<file path="config.mk">
export PLATFORM = sky130hd
export DESIGN_NAME = fmul_rr_scheduler
export DESIGN_NICKNAME = d
export VERILOG_FILES = /design/src/rtl/fmul_rr_scheduler.sv
export SDC_FILE = /design/constraint.sdc
export NUM_CORES = 1
export LEC_CHECK = 0
export ABC_AREA = 1
export CORE_AREA = 2 2 156 158
export CTS_CLUSTER_SIZE = 10
export DETAILED_ROUTE_END_ITERATION = 10
export DIE_AREA = 0 0 158 160
export GPL_ROUTABILITY_DRIVEN = 1
export PLACE_DENSITY = 0.62
export REMOVE_ABC_BUFFERS = 1
export SYNTH_ARGS = -nofsm -noshare
export SYNTH_HDL_FRONTEND = slang
export SYNTH_SLANG_ARGS = --single-unit
</file>
<file path="constraint.sdc">
create_clock -name clk -period 2.5 [get_ports clk]
set_input_delay 0.25 -clock clk [delete_from_list [all_inputs] [get_ports clk]]
set_output_delay 0.25 -clock clk [all_outputs]
set_load 0.03 [all_outputs]
</file>
<file path="src/rtl/fmul_rr_scheduler.sv">
// Round-robin front end for one shared combinational FP32 multiplier: an operand
// register feeds the multiplier and a result register returns the ID-tagged product.
module fmul_rr_scheduler #(
   parameter int unsigned NUM_REQ = 4,
   parameter int unsigned ID_W    = (NUM_REQ > 1) ? $clog2(NUM_REQ) : 1
) (
   input  logic                    clk,
   input  logic                    rst_n,
   input  logic [NUM_REQ-1:0]      req_valid,
   input  logic [NUM_REQ*32-1:0]   req_a,
   input  logic [NUM_REQ*32-1:0]   req_b,
   output logic [NUM_REQ-1:0]      req_ready,
   output logic [31:0]             mul_a,
   output logic [31:0]             mul_b,
   input  logic [31:0]             mul_y,
   output logic                    rsp_valid,
   output logic [31:0]             rsp_y,
   output logic [ID_W-1:0]         rsp_id,
   input  logic                    rsp_ready,
   output logic                    busy
);

   logic            op_valid;
   logic [31:0]     op_a;
   logic [31:0]     op_b;
   logic [ID_W-1:0] op_id;
   logic [ID_W-1:0] rr_ptr;
   logic [ID_W-1:0] rr_ptr_next;

   logic            adv2;
   logic            accept;
   logic            found;
   logic            grant;
   logic [ID_W-1:0] winner;
   logic [ID_W:0]   idx;
   logic [31:0]     sel_a;
   logic [31:0]     sel_b;

   assign adv2   = op_valid & (~rsp_valid | rsp_ready);
   assign accept = ~op_valid | adv2;

   // Search from rr_ptr upward; idx is one bit wider so the wrap needs no modulo.
   always_comb begin
      found  = 1'b0;
      winner = '0;
      idx    = '0;
      for (int unsigned k = 0; k < NUM_REQ; k++) begin
         idx = {1'b0, rr_ptr} + (ID_W+1)'(k);
         if (idx >= (ID_W+1)'(NUM_REQ)) begin
            idx = idx - (ID_W+1)'(NUM_REQ);
         end
         if (!found && req_valid[idx[ID_W-1:0]]) begin
            found  = 1'b1;
            winner = idx[ID_W-1:0];
         end
      end
   end

   // Gating with rst_n keeps req_ready low for the whole reset window.
   assign grant     = rst_n & accept & found;
   assign req_ready = grant ? (NUM_REQ'(1) << winner) : '0;

   assign rr_ptr_next = (winner == ID_W'(NUM_REQ - 1)) ? '0 : winner + ID_W'(1);

   always_comb begin
      sel_a = '0;
      sel_b = '0;
      for (int unsigned i = 0; i < NUM_REQ; i++) begin
         if (winner == ID_W'(i)) begin
            sel_a = req_a[32*i +: 32];
            sel_b = req_b[32*i +: 32];
         end
      end
   end

   always_ff @(posedge clk or negedge rst_n) begin
      if (!rst_n) begin
         op_valid <= 1'b0;
         op_a     <= '0;
         op_b     <= '0;
         op_id    <= '0;
         rr_ptr   <= '0;
      end else begin
         if (grant) begin
            op_valid <= 1'b1;
            op_a     <= sel_a;
            op_b     <= sel_b;
            op_id    <= winner;
            rr_ptr   <= rr_ptr_next;
         end else if (adv2) begin
            op_valid <= 1'b0;
         end
      end
   end

   always_ff @(posedge clk or negedge rst_n) begin
      if (!rst_n) begin
         rsp_valid <= 1'b0;
         rsp_y     <= '0;
         rsp_id    <= '0;
      end else begin
         if (adv2) begin
            rsp_valid <= 1'b1;
            rsp_y     <= mul_y;
            rsp_id    <= op_id;
         end else if (rsp_ready) begin
            rsp_valid <= 1'b0;
         end
      end
   end

   assign mul_a = op_a;
   assign mul_b = op_b;
   assign busy  = op_valid | rsp_valid;

endmodule

</file>
Yosys cells after proc, flatten, opt, wreduce, memory -nomap -nowiden --
Cells that the tools add are included.
Cells by class: equal/unequal tests 3, shift operators 1, reduce and logical (&&, ||, !) cells 9, add/sub/neg operators 8, magnitude comparators 8, bitwise gates (word level) 8, muxes and demuxes 34
Operator list (number):
- $mux W32 | 8
- $mux W2 | 9
- $lt A2 B3 Y1 const B | 4
- $mux W1 | 12
- $ge A3 B3 Y1 const B | 3
- $bmux W1 S2 | 4
- $sub A2 B1 Y2 const B | 4
- $add A2 B2 Y3 const B | 2
- $eq A2 B2 Y1 const B | 2
- $mux W4 | 1
- $reduce_bool A2 Y1 | 2
- $shl A1 B2 Y4 const A | 1
- $add A2 B1 Y3 const B | 1
- $and A1 B1 Y1 | 3
- $ge A2 B3 Y1 const B | 1
- $logic_and A1 B1 Y1 | 3
- $logic_not A1 Y1 | 3
- $or A1 B1 Y1 | 3
- $add A2 B1 Y2 const B | 1
- $eq A2 B1 Y1 const B | 1
- $logic_not A2 Y1 | 1
- $not A1 Y1 | 2
Storage, ports and cells: input port bits 295, bits in registers 104

Depth between registers and ports, before layout --
word-level depth 19, gate-level depth with buffers 20, gate-level depth less buffers 18

Worst setup path before layout --
OpenSTA, ideal clock, no wires.
path type register to output, start register rr_ptr[0], end output req_ready[1], path buffers 3, stages on the path, launching flop included 16, setup slack -171 ps, arrival 2421 ps, required time 2250 ps, path through dfrtp_1 > buf_6 > inv_4 > nand2_1 > nand2_1 > nand2_2 > nand2_2 > nor2_4 > nand3_2 > nand3_1 > inv_1 > ha_1 > clkbuf_1 > clkbuf_1 > inv_1 > nor2_1
Between the ends: word-level cells in the longest chain between the ends 16, elaborated cells on any way between the ends 40, classes of those cells add/sub: 7; order compare: 4; shift: 1; mux: 21; bitwise: 1; reduce/logical: 6
RTL lines:
- start: declaration | line 27 | logic [ID_W-1:0] rr_ptr;
- start signal: assignment | line 89 | rr_ptr <= rr_ptr_next;
- branches (longest 13 deep; another with $add A2 B1 Y3)
- $mux W2 * | line 52 | if (!found && req_valid[idx[ID_W-1:0]]) begin
- named net winner[0] | line 34 | logic [ID_W-1:0] winner;
- $shl A1 B2 Y4 * | line 61 | assign req_ready = grant ? (NUM_REQ'(1) << winner) : '0;
- $mux W4 * | line 61
- end: declaration | line 12 | output logic [NUM_REQ-1:0] req_ready,
Mark *: on every way through the listed nets, which the timed path passes. The select of a mux whose other input is x is not followed.

Worst setup path in the final report --
start register rr_ptr[0], end output req_ready[2]
Same word-level chain as after synthesis.

==> metrics.md <==
| Metric | Value |
|---|---|
| RSZ-0062 raised after global routing | yes |
| Nets | 1,590 |
| DR iter-0 viols | 248 |
| Clock buffer count from CTS | 9 |
| Final Hold Vio Count | 0 |
| Net Switching | 0.0107 W |
| Worst Tran Pin Value | 0.744 ns |
| Worst vdd ir | 1.12 mV |
| Residual DRC | 0 |
| Ranking of synthesized cells by area | dfrtp_1, nand2_1, o21ai_0, mux2_2, a21oi_1 |
| FF-to-FF Start | rr_ptr[0]$_DFFE_PN0N_ |
| CP arrival | 2.41 ns |
| Drt total wl | 26.4 mm |
| Io pins | 399 |
| Initial antenna violation count | 0 |
| Dpl cells | 1,582 |
| Initial core utilization | 25.5% |
| Status | finished with violations |
| Fin. max-slew vios | 0 |
| Antenna viol nets, final | 0 |
| Final Cycle Share | 107% |
| Crit path launch | rr_ptr[0]$_DFFE_PN0N_ |
| Startpoint Class | flop |
| Worst path slowest cell | dfrtp_2 |
| Clk network pwr share | 6.4% |
| Mapped Cells | 862 |
| WP data required | 2.25 ns |
| CTS tree | done |
| ANT cells | 0 |
| Placement Cell Area | 0.0108 mm² |
| GRT overflow | 0 |
| Fin Clk Skew | 0.0123 ns |
| Sw Ratio | 49.6% |
| Most frequent cells in the layout | nand2_1, clkdlybuf4s50_1, dfrtp_1 |
| Sequential Power Share | 13.8% |
| Rows | 57 |
| Die height | 160 µm |
| Vias in the first global route | 7,306 |
| Netlist Area Pre-Place | 0.00607 mm² |
| Via density | 4.49 |
| Area leader, netlist | dfrtp_1 |
| CP cell instances | inv_4, nand2_2, nand2_4, nand2_4, nand2_2, nor2_4, nand3_2, nand3_2, nand2_2, inv_2, ha_4, inv_4, buf_12, buf_8, nor2_4, buf_6 |
| Layout Cells excl Fill | 1,620 |
| CTS Root Cell | clkbuf_16 |
| First-pass GRT wire length | 38.4 mm |
| Clock buffer depth | 2 |
| Hold Buf Count CTS | 0 |
| CP peak stage delay | 0.47 ns |
| Total global-route track usage | 19.6% |
| Max H-tree Level | 3 |
| P&R area growth vs syn | 89.9% |
| Leak pwr | 5.14 nW |
| Die area | 0.0253 mm² |
| Commonest non-fill, non-tap cell in the layout | nand2_1 |
| Final setup violation count | 67 |
| Internal Power | 0.0108 W |
| Violated checks | negative setup slack |
| Final instance area | 0.0115 mm² |
| Comb pwr share | 79.8% |
| Post-route setup slack | -0.164 ns |
| Kind of critical path | reg2out |
| Seq/Total Area, Yosys | 42.8% |
| Hold_ws | 0.0563 ns |
| Rel. slew slack | 50.4% |
| Worst-path maximum fanout | 8 |
| #FFs+latches synth | 104 |
| Post-synthesis cell type count | 21 |
| HP Class | in2async |
| Pin count of the biggest net entering global routing | 69 |
| Layout cells sized above 1 | 14.4% |
| Drt pass-1 iters | 5 |
| Die Wd | 158 µm |
| Post-synth top area share | 42.8% |
| Hpwl dp | 19.1 mm |
| Maxcap violations | 0 |
| Via count | 7,270 |
| Synth warn | 0 |
| Synth Area per Inst | 7.05 µm² |
| Worst-skew pair later-pin latency | 0.35 ns |
| CP Capture Type | output pin |
| Maximum clock rate | 375 MHz |
| Fin crit period | 2.66 ns |
| DR WL/cell | 16.3 µm |
| CP most frequent cell | nand2_2 |
| Port Buffers | 398 |
| Routability congestion estimate from global placement | 0.842 |
| Clock sinks | 104 |
| Clk pin slew, worst setup/hold paths | 0.08 ns |
| PwrDens | 1860 mW/mm² |
| Core box area | 0.0238 mm² |
-- synthesized netlist by cell type, drive strengths merged --
cell	count
buf	17
clkbuf	42
nand4	2
dfrtp	104
mux2	34
o21ai	129
inv	19
ha	4
nand3	12
nand2	428
nor2	6
a21oi	64
or2	1
-- power groups by stage --
| stage | Clock [W] | Combinational (W) | Sequential [W] |
|---|---|---|---|
| 3_5_place_dp | 0 | 0.0150 | 0.00299 |
| 6_report | 0.00137 | 0.0171 | 0.00297 |
| 3_3_place_gp | 0 | 0.0148 | 0.00297 |
| 2_1_floorplan | 0 | 0.00598 | 0.00441 |
| 5_1_grt | 0.00150 | 0.0188 | 0.00307 |
| 4_1_cts | 0.00144 | 0.0164 | 0.00297 |
-- metal layers --
metal | wire [µm] | vias to the layer above | GRT usage, %
li1 | - | 3648 | -
met1 | 10200 | 3315 | 21.5
met2 | 13400 | 276 | 36.8
met3 | 2200 | 31 | 5.40
met4 | 536 | 0 | 5.36
met5 | 0 | - | 0
-- critical path, delay by kind of cell, from the launching register on --
family                   cells  cell delay [ns]
flip-flops                   1             0.47
buffers and inverters        6             0.59
AND/OR/NAND/NOR              9             0.84
adder cells (fa/ha/maj)      1             0.16
-- logic make-up (layout without fill, tap and decap cells) --
group	Yosys count	in the layout	share of synthesized area [%]
AND/OR/NAND/NOR	449	449	28.5
AO/OA/AOI/OAI	193	193	15.9
flip-flops	104	104	42.8
buffers and inverters	78	512	5.60
multiplexers	34	34	6.30
adder cells (fa/ha/maj)	4	4	0.824
-- sequential cells by signal, summed over array words and instances, names as in the netlist --
signal / flops
mul_a: 32
op_valid: 1
mul_b: 32
rr_ptr: 2
rsp_id: 2
op_id: 2
rsp_valid: 1
rsp_y: 32
-- cell type report --
type	count	area (µm²)
inverter	19	78.8
multi-input combinational	680	3320
clock inverter	6	51.3
timing repair buffer	477	4850
sequential	104	2600
fill	2378	12300
tap	324	405
clock buffer	10	229
-- worst paths after layout --
kind | cells after the start | slack, ns | to
max in group asynchronous | 2 | 1.85 | rr_ptr[0]$_DFFE_PN0N_
min in group clk | 5 | 0.36 | op_id[0]$_DFFE_PN0N_
min reg2reg | 2 | 0.48 | mul_b[28]$_DFFE_PN0N_
max reg2reg | 19 | -0.15 | mul_a[3]$_DFFE_PN0N_
max | 16 | -0.16 | req_ready[2]
min | 2 | 0.06 | mul_b[18]$_DFFE_PN0N_
-- per-stage QoR --
stage / util (%) / TNS (ns) / worst slack, ns / power [W]
after floorplan: - / -150.34 / -2.29 / 0.0104
after global placement: 45.3 / -15.30 / -0.347 / 0.0178
after detailed placement: 45.3 / -19.18 / -0.399 / 0.0180
after CTS: 47.9 / -3.36 / -0.108 / 0.0208
after global routing: 48.4 / -18.96 / -0.343 / 0.0234
final: 48.4 / -5.46 / -0.164 / 0.0215
-- timing repair --
item / in CTS / in global routing
pin swaps: 11 / 4
resized for setup: 55 / 51
buffers inserted: 16 / 1
endpoints found under the hold margin: 0 / 0
setup endpoints to repair: 68 / 71
gates cloned: 2 / 3
Note: power is estimated with default switching activity, not from simulation.
